`config.mk`:
```
export PLATFORM = sky130hd
export DESIGN_NAME = fb_cell_writer
export DESIGN_NICKNAME = d
export VERILOG_FILES = /design/src/rtl/fb_pkg.sv /design/src/rtl/fb_raster_counter.sv /design/src/rtl/fb_cell_writer.sv
export SDC_FILE = /design/constraint.sdc
export NUM_CORES = 1
export LEC_CHECK = 0
export BUFFER_PORTS_ARGS = -buffer_cell sky130_fd_sc_hd__buf_4
export CORE_MARGIN = 4
export CORE_UTILIZATION = 45
export CTS_BUF_LIST = sky130_fd_sc_hd__clkbuf_4 sky130_fd_sc_hd__clkbuf_8 sky130_fd_sc_hd__clkbuf_16
export DETAILED_ROUTE_END_ITERATION = 8
export GPL_TIMING_DRIVEN = 0
export PLACE_DENSITY = 0.65
export RECOVER_POWER = 100
export SETUP_SLACK_MARGIN = 0.5
export SLEW_MARGIN = 0
export SYNTH_ARGS = -nofsm -noshare
export SYNTH_HDL_FRONTEND = slang
export SYNTH_SLANG_ARGS = --single-unit
```
`constraint.sdc`:
```
create_clock -name clock -period 5.5 [get_ports clock]
set_input_delay 1.1 -clock clock [delete_from_list [all_inputs] [get_ports clock]]
set_output_delay 1.1 -clock clock [all_outputs]
set_load 0.05 [all_outputs]
```
`src/rtl/fb_pkg.sv`:
```
// Shared frame-buffer constants: colour bit order, FSM encoding and default playfield geometry.
package fb_pkg;

  localparam int unsigned COORD_W = 10;
  localparam int unsigned COL_W   = 4;
  localparam int unsigned ROW_W   = 5;
  localparam int unsigned COLOR_W = 3;

  localparam int unsigned COLOR_R = 0;
  localparam int unsigned COLOR_G = 1;
  localparam int unsigned COLOR_B = 2;

  localparam int unsigned DEF_CELL_SIZE = 16;
  localparam int unsigned DEF_GRID_X0   = 240;
  localparam int unsigned DEF_GRID_Y0   = 40;
  localparam int unsigned DEF_GRID_COLS = 10;
  localparam int unsigned DEF_GRID_ROWS = 20;

  localparam logic [1:0] ST_IDLE_ENC  = 2'd0;
  localparam logic [1:0] ST_PAINT_ENC = 2'd1;
  localparam logic [1:0] ST_CLEAR_ENC = 2'd2;
  localparam logic [1:0] ST_DONE_ENC  = 2'd3;

  typedef enum logic [1:0] {
    ST_IDLE  = ST_IDLE_ENC,
    ST_PAINT = ST_PAINT_ENC,
    ST_CLEAR = ST_CLEAR_ENC,
    ST_DONE  = ST_DONE_ENC
  } fb_state_e;

  typedef struct packed {
    logic [COORD_W-1:0] x;
    logic [COORD_W-1:0] y;
    logic [COLOR_W-1:0] color;
  } fb_pix_t;

endpackage

```
`src/rtl/fb_raster_counter.sv`:
```
// 2-D px/py raster counter: px runs fastest, wraps at width and bumps py; last marks the final pixel.
module fb_raster_counter
  import fb_pkg::*;
#(
  parameter int unsigned CNT_W = COORD_W
) (
  input  logic             clk,
  input  logic             rst_n,
  input  logic             clr,
  input  logic             en,
  input  logic [CNT_W-1:0] width,
  input  logic [CNT_W-1:0] height,
  output logic [CNT_W-1:0] px_nxt_c,
  output logic [CNT_W-1:0] py_nxt_c,
  output logic             last_c
);

  logic [CNT_W-1:0] px_q;
  logic [CNT_W-1:0] py_q;
  logic             px_wrap_c;
  logic             py_wrap_c;

  always_comb begin
    px_wrap_c = (px_q == width - CNT_W'(1));
    py_wrap_c = (py_q == height - CNT_W'(1));
    last_c    = px_wrap_c && py_wrap_c;
  end

  // clr has priority so a new command always starts from the origin
  always_comb begin
    px_nxt_c = px_q;
    py_nxt_c = py_q;
    if (clr) begin
      px_nxt_c = '0;
      py_nxt_c = '0;
    end else if (en) begin
      if (px_wrap_c) begin
        px_nxt_c = '0;
        py_nxt_c = py_wrap_c ? '0 : py_q + CNT_W'(1);
      end else begin
        px_nxt_c = px_q + CNT_W'(1);
      end
    end
  end

  always_ff @(posedge clk or negedge rst_n) begin
    if (!rst_n) begin
      px_q <= '0;
      py_q <= '0;
    end else begin
      px_q <= px_nxt_c;
      py_q <= py_nxt_c;
    end
  end

endmodule

```
`src/rtl/fb_cell_writer.sv`:
```
// Frame-buffer write controller: expands cell-paint / grid-clear commands into
// single-pixel writes that are only issued while the scan-out is in blanking.
module fb_cell_writer
  import fb_pkg::*;
#(
  parameter int unsigned CELL_SIZE = DEF_CELL_SIZE,
  parameter int unsigned GRID_X0   = DEF_GRID_X0,
  parameter int unsigned GRID_Y0   = DEF_GRID_Y0,
  parameter int unsigned GRID_COLS = DEF_GRID_COLS,
  parameter int unsigned GRID_ROWS = DEF_GRID_ROWS
) (
  input  logic               clock,
  input  logic               reset_n,
  input  logic               cmd_valid,
  output logic               cmd_ready,
  input  logic               cmd_clear,
  input  logic [COL_W-1:0]   cmd_col,
  input  logic [ROW_W-1:0]   cmd_row,
  input  logic [COLOR_W-1:0] cmd_color,
  input  logic               in_display,
  output logic               fb_we,
  output logic [COORD_W-1:0] fb_x,
  output logic [COORD_W-1:0] fb_y,
  output logic [COLOR_W-1:0] fb_data,
  output logic               busy,
  output logic               done,
  output logic               err
);

  localparam int unsigned GRID_W = GRID_COLS * CELL_SIZE;
  localparam int unsigned GRID_H = GRID_ROWS * CELL_SIZE;

  fb_state_e          state_q, state_d;
  logic [COORD_W-1:0] x0_q, x0_d;
  logic [COORD_W-1:0] y0_q, y0_d;
  fb_pix_t            pix_q, pix_d;
  logic               busy_q, busy_d;
  logic               done_q, done_d;
  logic               err_q, err_d;
  logic               ready_q, ready_d;

  logic               we_c;
  logic               in_range_c;
  logic               cnt_clr_c;
  logic               cnt_en_c;
  logic               last_c;
  logic [COORD_W-1:0] px_nxt_c;
  logic [COORD_W-1:0] py_nxt_c;
  logic [COORD_W-1:0] ext_w_c;
  logic [COORD_W-1:0] ext_h_c;
  logic [COORD_W-1:0] cell_x0_c;
  logic [COORD_W-1:0] cell_y0_c;
  logic [COLOR_W-1:0] color_c;

  // Write strobe and command decode
  always_comb begin
    we_c       = ((state_q == ST_PAINT) || (state_q == ST_CLEAR)) && !in_display;
    in_range_c = (COORD_W'(cmd_col) < COORD_W'(GRID_COLS)) &&
                 (COORD_W'(cmd_row) < COORD_W'(GRID_ROWS));
    cell_x0_c  = COORD_W'(GRID_X0) + COORD_W'(cmd_col) * COORD_W'(CELL_SIZE);
    cell_y0_c  = COORD_W'(GRID_Y0) + COORD_W'(cmd_row) * COORD_W'(CELL_SIZE);
    ext_w_c    = (state_q == ST_CLEAR) ? COORD_W'(GRID_W) : COORD_W'(CELL_SIZE);
    ext_h_c    = (state_q == ST_CLEAR) ? COORD_W'(GRID_H) : COORD_W'(CELL_SIZE);
    // frame-buffer colour word is {B,G,R}
    color_c    = {cmd_color[COLOR_B], cmd_color[COLOR_G], cmd_color[COLOR_R]};
  end

  fb_raster_counter #(
    .CNT_W (COORD_W)
  ) u_raster (
    .clk      (clock),
    .rst_n    (reset_n),
    .clr      (cnt_clr_c),
    .en       (cnt_en_c),
    .width    (ext_w_c),
    .height   (ext_h_c),
    .px_nxt_c (px_nxt_c),
    .py_nxt_c (py_nxt_c),
    .last_c   (last_c)
  );

  always_comb begin
    state_d   = state_q;
    x0_d      = x0_q;
    y0_d      = y0_q;
    pix_d     = pix_q;
    err_d     = 1'b0;
    cnt_clr_c = 1'b0;
    cnt_en_c  = 1'b0;

    case (state_q)
      ST_IDLE: begin
        if (cmd_valid) begin
          if (cmd_clear) begin
            state_d = ST_CLEAR;
            x0_d    = COORD_W'(GRID_X0);
            y0_d    = COORD_W'(GRID_Y0);
          end else if (in_range_c) begin
            state_d = ST_PAINT;
            x0_d    = cell_x0_c;
            y0_d    = cell_y0_c;
          end else begin
            state_d = ST_DONE;
            err_d   = 1'b1;
          end
          if (cmd_clear || in_range_c) begin
            cnt_clr_c   = 1'b1;
            pix_d.x     = x0_d;
            pix_d.y     = y0_d;
            pix_d.color = color_c;
          end
        end
      end
      ST_PAINT, ST_CLEAR: begin
        // the address register tracks the pixel to write next; held through display stalls
        if (we_c) begin
          cnt_en_c = 1'b1;
          if (last_c) begin
            state_d = ST_DONE;
          end else begin
            pix_d.x = x0_q + px_nxt_c;
            pix_d.y = y0_q + py_nxt_c;
          end
        end
      end
      ST_DONE: state_d = ST_IDLE;
      default: state_d = ST_IDLE;
    endcase

    busy_d  = (state_d != ST_IDLE);
    done_d  = (state_d == ST_DONE);
    ready_d = (state_d == ST_IDLE);
  end

  always_ff @(posedge clock or negedge reset_n) begin
    if (!reset_n) begin
      state_q <= ST_IDLE;
      x0_q    <= '0;
      y0_q    <= '0;
      pix_q   <= '0;
      busy_q  <= 1'b0;
      done_q  <= 1'b0;
      err_q   <= 1'b0;
      ready_q <= 1'b1;
    end else begin
      state_q <= state_d;
      x0_q    <= x0_d;
      y0_q    <= y0_d;
      pix_q   <= pix_d;
      busy_q  <= busy_d;
      done_q  <= done_d;
      err_q   <= err_d;
      ready_q <= ready_d;
    end
  end

  assign cmd_ready = ready_q;
  assign fb_we     = we_c;
  assign fb_x      = pix_q.x;
  assign fb_y      = pix_q.y;
  assign fb_data   = pix_q.color;
  assign busy      = busy_q;
  assign done      = done_q;
  assign err       = err_q;

endmodule
```
==> results of run 1 <==
==> worst min-delay path by stage <==
stage / startpoint / end / cells past startpoint
4_1_cts: y0_q[3] / y0_q[3] / 1
3_5_place_dp: y0_q[3] / y0_q[3] / 1
3_3_place_gp: y0_q[3] / y0_q[3] / 1
2_1_floorplan: y0_q[3] / y0_q[3] / 1
5_1_grt: y0_q[3] / y0_q[3] / 1
6_report: y0_q[3] / y0_q[3] / 1
==> cell families (layout without fill, tap and decap cells) <==
logic type                 after synthesis  count (layout)  share of synthesized area
AOI/OAI and AO/OA                      108             108                      0.176
xor gates and xnor gates                32              32                     0.0718
adders and majority gates               26              26                     0.0872
buffers and inverters                   30              90                     0.0305
DFF                                     69              69                      0.443
muxes                                    6               6                     0.0170
and+or+nand+nor                        134             134                      0.174
==> metal layers <==
layer | vias up | track usage
met1 | 1520 | 0.247
met4 | 0 | 0.0869
li1 | 1541 | -
met2 | 59 | 0.305
met5 | - | 0
met3 | 15 | 0.0367
==> power by group <==
| part | switching (mW) | internal, mW | leakage, nW | total [mW] |
|---|---|---|---|---|
| clock | 0.201 | 0.234 | 0.102 | 0.435 |
| sequential | 0.0766 | 0.625 | 0.907 | 0.701 |
| combinational | 0.688 | 0.270 | 1.00 | 0.959 |
| total | 0.966 | 1.13 | 2.01 | 2.10 |
==> metrics by stage <==
step                cell area [µm²]  std cells  setup WS [ns]
floorplan                      3900        405           1.43
global placement               4360        554          0.495
detailed placement             4360        554          0.449
CTS                            4570        570          0.822
global route                   4430        570          0.307
finish                         4430        570          0.639
==> flip-flops by register name, summed over array words and instances, names as in the netlist <==
register       cells
fb_y              10
err                1
x0_q              10
cmd_ready          1
state_q            2
fb_data            3
busy               1
y0_q              10
fb_x              10
u_raster.px_q     10
u_raster.py_q     10
done               1
==> worst max-delay path: stages <==
cell,delay (ns)
sky130_fd_sc_hd__clkbuf_1,0.10
sky130_fd_sc_hd__or2_2,0.33
sky130_fd_sc_hd__a221oi_1,0.49
sky130_fd_sc_hd__clkbuf_1,0.49
sky130_fd_sc_hd__clkbuf_1,0.49
sky130_fd_sc_hd__a21oi_1,0.14
sky130_fd_sc_hd__ha_1,0.26
sky130_fd_sc_hd__fa_1,0.42
sky130_fd_sc_hd__a21o_1,0.18
sky130_fd_sc_hd__a21oi_1,0.26
sky130_fd_sc_hd__o211ai_1,0.19
sky130_fd_sc_hd__o31ai_1,0.29
sky130_fd_sc_hd__xnor2_1,0.16
sky130_fd_sc_hd__a22oi_1,0.08
sky130_fd_sc_hd__o21ai_0,0.16
==> layout make-up <==
class | count | area [µm²]
Fill cell | 833 | 3910
Multi-Input combinational cell | 306 | 2040
Tap cell | 105 | 131
Buffer | 14 | 52.6
Timing Repair Buffer | 44 | 214
Clock inverter | 5 | 58.8
Inverter | 16 | 60.1
Clock buffer | 11 | 151
Sequential cell | 69 | 1730
==> placed cells by master, fill, tap and decap left out, types with 4 or more instances in the layout <==
master	Yosys	layout
sky130_fd_sc_hd__buf_4	1	13
sky130_fd_sc_hd__a22oi_1	5	5
sky130_fd_sc_hd__a21o_1	5	5
sky130_fd_sc_hd__a21oi_1	31	31
sky130_fd_sc_hd__o31ai_1	8	8
sky130_fd_sc_hd__mux2_2	5	4
sky130_fd_sc_hd__or2_2	5	5
sky130_fd_sc_hd__inv_1	16	16
sky130_fd_sc_hd__clkbuf_1	9	43
sky130_fd_sc_hd__clkbuf_8	0	11
sky130_fd_sc_hd__nor2b_1	14	14
sky130_fd_sc_hd__nand2_1	47	47
sky130_fd_sc_hd__dfrtp_1	68	68
sky130_fd_sc_hd__nor3_1	4	4
sky130_fd_sc_hd__o22a_1	6	6
sky130_fd_sc_hd__xnor2_1	16	16
sky130_fd_sc_hd__nand3_1	9	9
sky130_fd_sc_hd__o21ai_0	32	32
sky130_fd_sc_hd__xor2_1	16	16
sky130_fd_sc_hd__ha_1	24	24
sky130_fd_sc_hd__a211oi_1	4	4
sky130_fd_sc_hd__nor2_1	28	28
==> reports/metrics.sh, run 1 <==
FIRST_PASS_GRT_WIRE_LENGTH_MM=15.0
SYNTH-EDFF-COUNT=0
CLOCK_TREE_FROM_TRITONCTS='done'
SYNTHARSTFLOPSHARE=1.00
WORST_SETUP_PATH_STARTPOINT='cmd_col[2]'
CELL_VARIETY_AFTER_SYNTH=53
FAILING_CHECKS='capacitance limit, slew limit'
WL_PER_CELL_UM=16.2
IO-PIN-COUNT=45
FINAL_MAX_SLEW_VIOL_COUNT=70
REQUIRED_TIME_OF_THE_WORST_SETUP_PATH_NS=5.77
STARTPOINT_TYPE_OF_THE_WORST_SETUP_PATH='input pin'
INITIALDRTVIOLATIONCOUNT=115
POST_SYNTH.CELL_AREA_AVG_UM2=9.63
CLOCK_INSERTION_DELAY_WORST_SKEW_NS=0.35
WORSTHOLDPATHTYPE='register to register'
CRITPATHARRIVALTIME_NS=5.13
CLOCKROOTBUFFER='sky130_fd_sc_hd__clkbuf_8'
HTREE_NUM_LEVELS=3
LAYOUT.NETS=503
NET_COUNT_AFTER_SYNTHESIS=448
WORST_SETUP_PATH_ENDPOINT='fb_y[8]'
DIE_W_UM=101
SYNTH.AREA.TOP_CELLS='sky130_fd_sc_hd__dfrtp_1 44%, sky130_fd_sc_hd__ha_1 7.7%, sky130_fd_sc_hd__nand2_1 4.5%, sky130_fd_sc_hd__o21ai_0 4.1%, sky130_fd_sc_hd__a21oi_1 4.0%'
GP_ROUTABILITY_CONGESTION=0.889
FINAL_UTIL=0.532
VIAS_IN_THE_FIRST_GLOBAL_ROUTE=3020
WORST_R2R_PATH_DEPTH=16
CTS.REPORTEDPATHS.CLKPINSLEW_NS=0.08
GRT-OVFL-TOTAL=0
CTS_MAX_PATH_BUFFERS=2
RR_ENDPOINT='fb_y[8]'
SYNTH_TOP_AREA_CELL='sky130_fd_sc_hd__dfrtp_1'
WL_MM=9.23
ANTENNA-DIODE-COUNT=0
FIN_SETUP_TNS_NS=0
DETAILROUTE.WIRELENGTH.MET3_UM=333
SYNTH-SEQ-AREA-SHARE=0.443
GRT_MAX_DEGREE=70
FINAL.PERIOD_UTILIZATION=0.884
FLOORPLAN.INITIALDENSITY=0.468
VIA_COUNT=3135
TIMING_WORST_SLEW_PIN_VALUE_NS=3.69
NETLIST_AREA_BEFORE_PLACEMENT_MM2=0.00390
TRITONCTS.NUM_BUFFERS=9
ROUTED.TOP_LAYER='met4'
FIRST_PASS_ITERS=4
OUTCOME='finished with violations'
ROUTEDLENGTHMET1_MM=4.33
PLACE.DETAILED.HPWL_MM=6.81
CLOCK_SINK_COUNT=69
HOLD_SLACK_NS=0.481
CTS_POST_SETUP_BUFFERS_INSERTED=0
SYNTH_SEQ_CELLS=69
ANTENNA_FOUND_INITIAL=0
NUMPORTBUFFERS=44
TIMING_HOLD_VIOLATIONS_FINAL=0
TIMING.CRITICAL_PATH.TO_TYPE='register'
FINAL-SETUP-VIOL-COUNT=0
ROUTE.ANTENNA.REMAINING_NETS=0
FLOORPLAN.DIE.HEIGHT_UM=101
DRCVIOLATIONCOUNT=0
CTS.REPAIR.RESIZED=0
CRITICAL_PATH_PEAK_FANOUT=10
DRV.MAX_CAP_VIOLATION_COUNT=1
PERIOD_NEEDED_NS=4.86
MAX_SLEW_MARGIN=-1.46
RR_STARTPOINT='state_q[1]'
TOTAL_POWER_mW=2.10
HOLD_BUFFERS=0
P_PER_CELL_AREA_mW_PER_MM2=473
SYNTH-WARNING-COUNT=0
RRSETUPSLACK_NS=0.91
SYNTH-MAIN-FF-CELL='sky130_fd_sc_hd__dfrtp_1'
FLOORPLAN.ROWS=33
CORE_AREA_MM2=0.00834
WL_MET2_MM=4.39
SYNTH_LARGEST_TYPE_AREA_FRACTION=0.436
DIE_AREA_MM2=0.0102
MAXCLOCKFREQUENCY_GHz=0.206
POST_ROUTE_CELLS_DRIVE_ABOVE_1_SHARE=0.0968
P_LEAK_nW=2.01
CLOCK-SKEW-FINAL_NS=0.0104
FLOW.AREA_GROWTH_FROM_SYNTHESIS_PCT=13.6
POST_SYNTH_MOST_FREQUENT_CELLS='68 x sky130_fd_sc_hd__dfrtp_1, 47 x sky130_fd_sc_hd__nand2_1, 32 x sky130_fd_sc_hd__o21ai_0'
TIMING.SETUP.CRITICAL_PATH_CLASS='input pin to register'
LIBRARY_CELL_WITH_THE_HIGHEST_INSTANCE_COUNT_AFTER_SYNTHESIS='sky130_fd_sc_hd__dfrtp_1'
MAX-VDD-IR-DROP_V=0.000247
TRACK_USAGE=0.190
SYNTH_CELLS=405
GRT_SETUP_UNREPAIRED='no'
VIASPERCELL=5.50
No activity file was read; power rests on OpenSTA's default activity.
==> run 2: changes to the inputs <==
clock period = 4.55 ns   (was 5.5 ns; I/O delays follow)
==> run 2 against run 1 <==
Compared with the run above: the run still ends with capacitance limit, slew limit left; critical path depth up 1; first-iteration DRC count down 3.5%; die area unchanged; non-clock buffer count unchanged; design area up 1.0%; register-to-register slack worse by 0.39 ns; worst setup slack worse by 0.12 ns; sequential share of layout area down 0.39 points; flip-flop and latch count unchanged; critical path type is now register to register; largest cell class unchanged.
==> reports/metrics.sh, run 2 (synthesis results as in run 1) <==
VIAS_IN_THE_FIRST_GLOBAL_ROUTE=3018  # -0.066%
LAYOUT.CELLS.MOST_COMMON='sky130_fd_sc_hd__dfrtp_1'
CORE_AREA_MM2=0.00834  # unchanged
POST_ROUTE_CELLS_DRIVE_ABOVE_1_SHARE=0.114  # +0.0172
P_PER_CELL_AREA_mW_PER_MM2=570  # +21%
GRT_MAX_DEGREE=70  # unchanged
POWER.SHARE.COMBINATIONAL=0.460  # +0.002
TIMING.CRITICAL_PATH.TO_TYPE='register'
FIN_WS_NS=0.519  # -0.120 ns
WORST_HOLD_STARTPOINT='y0_q[3]'
LAYOUT.NETS=503  # unchanged
ANTENNA_FOUND_INITIAL=0  # unchanged
DIE_AREA_MM2=0.0102  # unchanged
WL_PER_CELL_UM=16.3  # +0.65%
WL_MM=9.29  # +0.65%
CLKPWRFRAC=0.208  # about the same
PLACE.DETAILED.HPWL_MM=6.81  # unchanged
TIMING_WORST_SLEW_PIN_VALUE_NS=1.74  # -1.95 ns
FAILING_CHECKS='capacitance limit, slew limit'
SEQUENTIAL_SHARE_OF_POWER=0.332  # -0.003
CLOCK-SKEW-FINAL_NS=0.0113  # +0.000906 ns
TIMING.CRITICAL_PATH.CELLS='inv_1 > ha_1 > and3_1 > o2111ai_1 > or2b_1 > buf_2 > or2_2 > inv_1 > ha_1 > a211oi_1 > o21bai_1 > a21oi_1 > o21a_1 > o21ai_0 > xnor2_1 > o21ai_0'
FINAL.PERIOD_UTILIZATION=0.886
CTS.REPAIR.RESIZED=4  # +4
CTS_POST_SETUP_BUFFERS_INSERTED=0  # unchanged
FIRST_PASS_GRT_WIRE_LENGTH_MM=15.0  # about the same
SWSHARE=0.460  # -0.00118
POST-PLACE-CELLS=554  # unchanged
P_LEAK_nW=2.03  # +0.90%
CTS_MAX_PATH_BUFFERS=2  # unchanged
HOLD_BUFFERS=0  # unchanged
WORST_R2R_PATH_DEPTH=16  # unchanged
HOLD-PATH-CELL-COUNT=1  # unchanged
WORSTHOLDPATHTYPE='register to register'
CRITICAL_PATH.MAX_STAGE_DELAY_NS=0.56  # +0.07 ns
GP_ROUTABILITY_CONGESTION=0.889  # unchanged
TRITONCTS.NUM_BUFFERS=9  # unchanged
GRT_SETUP_UNREPAIRED='yes'
CLOCK_SINK_COUNT=69  # unchanged
CRITICAL_PATH_PEAK_FANOUT=10  # unchanged
FINAL_MAX_SLEW_VIOL_COUNT=70  # unchanged
NUMPORTBUFFERS=44  # unchanged
ANTENNA-DIODE-COUNT=0  # unchanged
OUTCOME='finished with violations'
DPL_WORST_SLACK_NS=-0.311  # -0.760 ns
CLOCKROOTBUFFER='sky130_fd_sc_hd__clkbuf_8'
FLOORPLAN.DIE.HEIGHT_UM=101  # unchanged
PERIOD_NEEDED_NS=4.03
VIA_COUNT=3152  # +0.54%
ROUTE.ANTENNA.REMAINING_NETS=0  # unchanged
POST_LAYOUT_NONFILLER_INSTANCES=570  # unchanged
TIMING_HOLD_VIOLATIONS_FINAL=0  # unchanged
MAX_SLEW_MARGIN=-0.157  # +1.30
RRSETUPSLACK_NS=0.52  # -0.39 ns
TIMING.SETUP.CRITICAL_PATH_CLASS='register to register'
GRT-OVFL-TOTAL=0  # unchanged
CTS.REPORTEDPATHS.CLKPINSLEW_NS=0.08  # about the same
TIMING.CRITICAL_PATH.SLOWEST_STAGE_CELL='sky130_fd_sc_hd__o2111ai_1'
NET-SWITCHING-POWER_mW=1.17  # +21%
FLOORPLAN.INITIALDENSITY=0.468  # unchanged
REQUIRED_TIME_OF_THE_WORST_SETUP_PATH_NS=4.78  # -0.99 ns
MOST_FREQUENT_CELLS_IN_THE_LAYOUT='68 x sky130_fd_sc_hd__dfrtp_1, 47 x sky130_fd_sc_hd__nand2_1, 38 x sky130_fd_sc_hd__clkbuf_1'
IO-PIN-COUNT=45  # unchanged
FLOORPLAN.ROWS=33  # unchanged
INITIALDRTVIOLATIONCOUNT=111  # -3.5%
WORST_HOLD_PATH.ENDPOINT='y0_q[3]'
RR_ENDPOINT='fb_x[9]'
FIRST_PASS_ITERS=4  # unchanged
TRACK_USAGE=0.189  # about the same
MAXCLOCKFREQUENCY_GHz=0.248
P_INT_mW=1.38  # +22%
RR_STARTPOINT='state_q[0]'
CLOCK_INSERTION_DELAY_WORST_SKEW_NS=0.35  # about the same
FINAL-SETUP-VIOL-COUNT=0  # unchanged
FILLCELLCOUNT=827  # -0.72%
STARTPOINT_TYPE_OF_THE_WORST_SETUP_PATH='register'
HOLD_SLACK_NS=0.481  # -0.000120 ns
CLOCK_TREE_FROM_TRITONCTS='done'
TOTAL_POWER_mW=2.55  # +22%
DIE_W_UM=101  # unchanged
VIASPERCELL=5.53  # +0.54%
MAX-VDD-IR-DROP_V=0.000298  # +21%
HTREE_NUM_LEVELS=3  # unchanged
FLOW.AREA_GROWTH_FROM_SYNTHESIS_PCT=14.8
DRV.MAX_CAP_VIOLATION_COUNT=1  # unchanged
CRITPATHARRIVALTIME_NS=4.26  # -0.87 ns
DRCVIOLATIONCOUNT=0  # unchanged
==> run 2: worst max-delay path by stage <==
stage                from       to  slack [ns]  cells past startpoint
5_1_grt        state_q[1]  fb_x[9]        0.24                     15
3_3_place_gp   cmd_col[2]  fb_y[8]       -0.26                     15
4_1_cts        cmd_col[2]  fb_x[8]        0.51                     17
3_5_place_dp   cmd_col[2]  fb_y[8]       -0.31                     15
2_1_floorplan  cmd_col[2]  fb_y[8]        0.67                     14
6_report       state_q[0]  fb_x[9]        0.52                     16
==> run 2: area by class of cell <==
class                      instances  area [µm²]  area share
sequential                        69        1730       0.386
clock inverter                     5        58.8      0.0131
multi-input combinational        306        2060       0.461
buffer                            14        68.8      0.0154
clock buffer                      11         151      0.0338
inverter                          16        60.1      0.0134
tap                              105         131      0.0293
timing repair buffer              44         215      0.0481
==> run 2: worst max-delay path: cells and delay by family (launching register included) <==
family / cells / cell delay [ns]
buffers and inverters: 3 / 0.32
and+or+nand+nor: 3 / 0.79
adders and majority gates: 2 / 0.50
DFF: 1 / 0.36
AOI/OAI and AO/OA: 7 / 1.72
xor gates and xnor gates: 1 / 0.22
==> run 2: per-layer routing <==
layer  track usage  share of wire  vias up
li1              -              -     1540
met1         0.247           0.46     1531
met2         0.305           0.47       65
met3        0.0367          0.042       16
met4        0.0869          0.022        0
met5             0              0        -
==> run 2: power by group through the flow <==
stage          registers, mW  clock network, mW  logic, mW
2_1_floorplan           1.10                  0      0.620
3_3_place_gp           0.859                  0       1.22
3_5_place_dp           0.862                  0       1.24
4_1_cts                0.850              0.543       1.25
5_1_grt                0.865              0.571       1.29
6_report               0.847              0.530       1.17
==> run 2: stage by stage <==
stage	utilization	setup TNS (ns)	area [µm²]
after detailed placement	0.523	-0.614	4360
after floorplan	-	0	3900
final	0.537	0	4480
after global routing	0.537	0	4480
after global placement	0.523	-0.534	4360
after CTS	0.550	0	4590
==> run 3: changes to the inputs <==
clock period = 4.2 ns   (was 4.55 ns; I/O delays follow)
==> run 3 against run 2 <==
Compared with the run above: flip-flop and latch count stayed put; the run still ends with capacitance limit, slew limit left; sequential power up 8.7%; highest routed layer unchanged; worst hold slack gained 0.00098 ns; die area is the same; largest power group unchanged.
==> reports/metrics.sh, run 3 (synthesis results as in run 1) <==
MULTI_INPUT_AREA_MM2=0.00211  # +2.4%
CTS.REPORTEDPATHS.CLKPINSLEW_NS=0.08  # about the same
ROUTEDLENGTHMET1_MM=4.18  # -3.2%
FIN_SETUP_TNS_NS=0  # unchanged
WORSTHOLDPATHTYPE='register to register'
ANTENNA-DIODE-COUNT=0  # unchanged
FINAL_MAX_SLEW_VIOL_COUNT=70  # unchanged
CTS_MAX_PATH_BUFFERS=2  # unchanged
ROUTE.ANTENNA.REMAINING_NETS=0  # unchanged
WL_PER_CELL_UM=16.2  # -0.51%
FIN_WS_NS=0.413  # -0.105 ns
CRITPATHARRIVALTIME_NS=4.00  # -0.26 ns
P_LEAK_nW=2.10  # +3.7%
FLOW.AREA_GROWTH_FROM_SYNTHESIS_PCT=18.3
TIMING.CRITICAL_PATH.TO_TYPE='register'
FIRST_PASS_ITERS=4  # unchanged
WL_MM=9.45  # +1.8%
LAYOUT.CELLS.MOST_COMMON='sky130_fd_sc_hd__dfrtp_1'
NUMPORTBUFFERS=44  # unchanged
GRT_SETUP_UNREPAIRED='yes'
VIA_COUNT=3193  # +1.3%
FILLCELLCOUNT=784  # -5.2%
CLOCK-SKEW-FINAL_NS=0.0100  # -0.00126 ns
TOTAL_POWER_mW=2.80  # +9.9%
TIMING.SETUP.CRITICAL_PATH_CLASS='input pin to register'
CLOCKROOTBUFFER='sky130_fd_sc_hd__clkbuf_8'
GRT-OVFL-TOTAL=0  # unchanged
FIRST_PASS_GRT_WIRE_LENGTH_MM=15.7  # +4.6%
REQUIRED_TIME_OF_THE_WORST_SETUP_PATH_NS=4.41  # -0.37 ns
FLOORPLAN.ROWS=33  # unchanged
TIMING_WORST_SLEW_PIN_VALUE_NS=1.74  # -0.000135 ns
VIAS_IN_THE_FIRST_GLOBAL_ROUTE=3239  # +7.3%
CRITICAL_PATH_PEAK_FANOUT=10  # unchanged
HOLD_SLACK_NS=0.482  # +0.000975 ns
PERIOD_NEEDED_NS=3.79
MOST_FREQUENT_CELLS_IN_THE_LAYOUT='68 x sky130_fd_sc_hd__dfrtp_1, 46 x sky130_fd_sc_hd__nand2_1, 40 x sky130_fd_sc_hd__clkbuf_1'
CLOCK_SINK_COUNT=69  # unchanged
FLOORPLAN.INITIALDENSITY=0.468  # unchanged
DIE_W_UM=101  # unchanged
COMBINED_FLIP_FLOP_AND_LATCH_CELL_AREA_MM2=0.00173  # unchanged
INITIALDRTVIOLATIONCOUNT=93  # -16%
CORE_AREA_MM2=0.00834  # unchanged
P_PER_CELL_AREA_mW_PER_MM2=607  # +6.6%
TRITONCTS.NUM_BUFFERS=9  # unchanged
CLOCK_TREE_FROM_TRITONCTS='done'
TRACK_USAGE=0.195  # +0.00571
DRCVIOLATIONCOUNT=0  # unchanged
VIASPERCELL=5.48  # -0.96%
DIE_AREA_MM2=0.0102  # unchanged
WL_MET2_MM=4.63  # +5.7%
LAYOUT.NETS=516  # +2.6%
PLACE.DETAILED.HPWL_MM=6.87  # +0.86%
POST_ROUTE_CELLS_DRIVE_ABOVE_1_SHARE=0.153  # +0.0387
FAILING_CHECKS='capacitance limit, slew limit'
POST_LAYOUT_NONFILLER_INSTANCES=583  # +2.3%
MAX_SLEW_MARGIN=-0.157  # about the same
CLOCK_INSERTION_DELAY_WORST_SKEW_NS=0.34  # about the same
POST-PLACE-CELLS=554  # unchanged
MAXCLOCKFREQUENCY_GHz=0.264
ROUTED.TOP_LAYER='met4'
IO-PIN-COUNT=45  # unchanged
FINAL-SETUP-VIOL-COUNT=0  # unchanged
MAX-VDD-IR-DROP_V=0.000264  # -11%
HTREE_NUM_LEVELS=3  # unchanged
TIMING_HOLD_VIOLATIONS_FINAL=0  # unchanged
ANTENNA_FOUND_INITIAL=0  # unchanged
OUTCOME='finished with violations'
GRT_MAX_DEGREE=70  # unchanged
DRV.MAX_CAP_VIOLATION_COUNT=1  # unchanged
DETAILROUTE.WIRELENGTH.MET3_UM=511  # +32%
STARTPOINT_TYPE_OF_THE_WORST_SETUP_PATH='input pin'
FLOORPLAN.DIE.HEIGHT_UM=101  # unchanged
HOLD_BUFFERS=0  # unchanged
GP_ROUTABILITY_CONGESTION=0.839  # -5.7%
DPL_WORST_SLACK_NS=-0.260  # +0.0518 ns
FINAL.PERIOD_UTILIZATION=0.902
[run 3: cell count changes in the layout (fill, tap and decap cells not counted), moves of 2 or more]
cell and change:
sky130_fd_sc_hd__o2111ai_1 -2, sky130_fd_sc_hd__fa_2 +2, sky130_fd_sc_hd__a21oi_2 +2, sky130_fd_sc_hd__o21ai_0 -2, sky130_fd_sc_hd__buf_4 +8, sky130_fd_sc_hd__clkbuf_4 +5
sky130_fd_sc_hd__a21oi_1 -2, sky130_fd_sc_hd__o21ai_1 +2, sky130_fd_sc_hd__clkbuf_1 +2, sky130_fd_sc_hd__fa_1 -2
[run 3: final cells by class]
| type | instances | area share |
|---|---|---|
| Buffer | 14 | 0.0163 |
| Sequential cell | 69 | 0.374 |
| Tap cell | 105 | 0.0285 |
| Clock inverter | 4 | 0.0103 |
| Timing Repair Buffer | 57 | 0.0669 |
| Clock buffer | 12 | 0.0331 |
| Inverter | 16 | 0.0130 |
| Multi-Input combinational cell | 306 | 0.458 |
[run 3: timing repair]
item	CTS	global route
gates resized for setup	13	17
setup endpoints to repair	8	8
pin swaps	5	13
buffers inserted	4	9
[run 3: per-stage QoR]
| step | utilization | cell area, µm² |
|---|---|---|
| after floorplan | - | 3910 |
| after global placement | 0.524 | 4370 |
| after detailed placement | 0.524 | 4370 |
| after CTS | 0.559 | 4660 |
| after global routing | 0.554 | 4620 |
| final | 0.554 | 4620 |
[run 3: metal layers]
metal | GRT usage | vias up
met5 | 0 | -
met4 | 0.0603 | 0
met3 | 0.0381 | 12
met2 | 0.331 | 60
met1 | 0.252 | 1554
li1 | - | 1567
[run 3: final timing paths]
kind / start / endpoint / slack, ns / cells after the start
worst max-delay path: cmd_row[3] / fb_y[8] / 0.41 / 16
worst min-delay path: fb_x[7] / fb_x[7] / 0.48 / 2
worst max register to register: state_q[1] / fb_y[8] / 0.52 / 17
worst min register to register: fb_x[7] / fb_x[7] / 0.48 / 2
max in group asynchronous: reset_n / u_raster.py_q[0] / 2.22 / 1
min in group asynchronous: reset_n / fb_x[5] / 0.96 / 1
[run 3: critical path, stage by stage]
cell and delay [ns]:
sky130_fd_sc_hd__clkbuf_1 0.10, sky130_fd_sc_hd__or2_2 0.34, sky130_fd_sc_hd__a221oi_4 0.32, sky130_fd_sc_hd__clkbuf_1 0.24
sky130_fd_sc_hd__clkbuf_4 0.18, sky130_fd_sc_hd__buf_8 0.13, sky130_fd_sc_hd__a21oi_1 0.08, sky130_fd_sc_hd__ha_1 0.26
sky130_fd_sc_hd__fa_2 0.36, sky130_fd_sc_hd__a21o_1 0.18, sky130_fd_sc_hd__a21oi_2 0.16, sky130_fd_sc_hd__o211ai_1 0.15
sky130_fd_sc_hd__o31ai_1 0.26, sky130_fd_sc_hd__xnor2_1 0.09, sky130_fd_sc_hd__a22oi_1 0.21, sky130_fd_sc_hd__o21ai_1 0.08
[run 3: power by group]
group          switching, mW  leakage [nW]  internal (mW)
logic                  0.929          1.09          0.399
registers              0.103         0.907          0.818
clock network          0.252         0.103          0.302
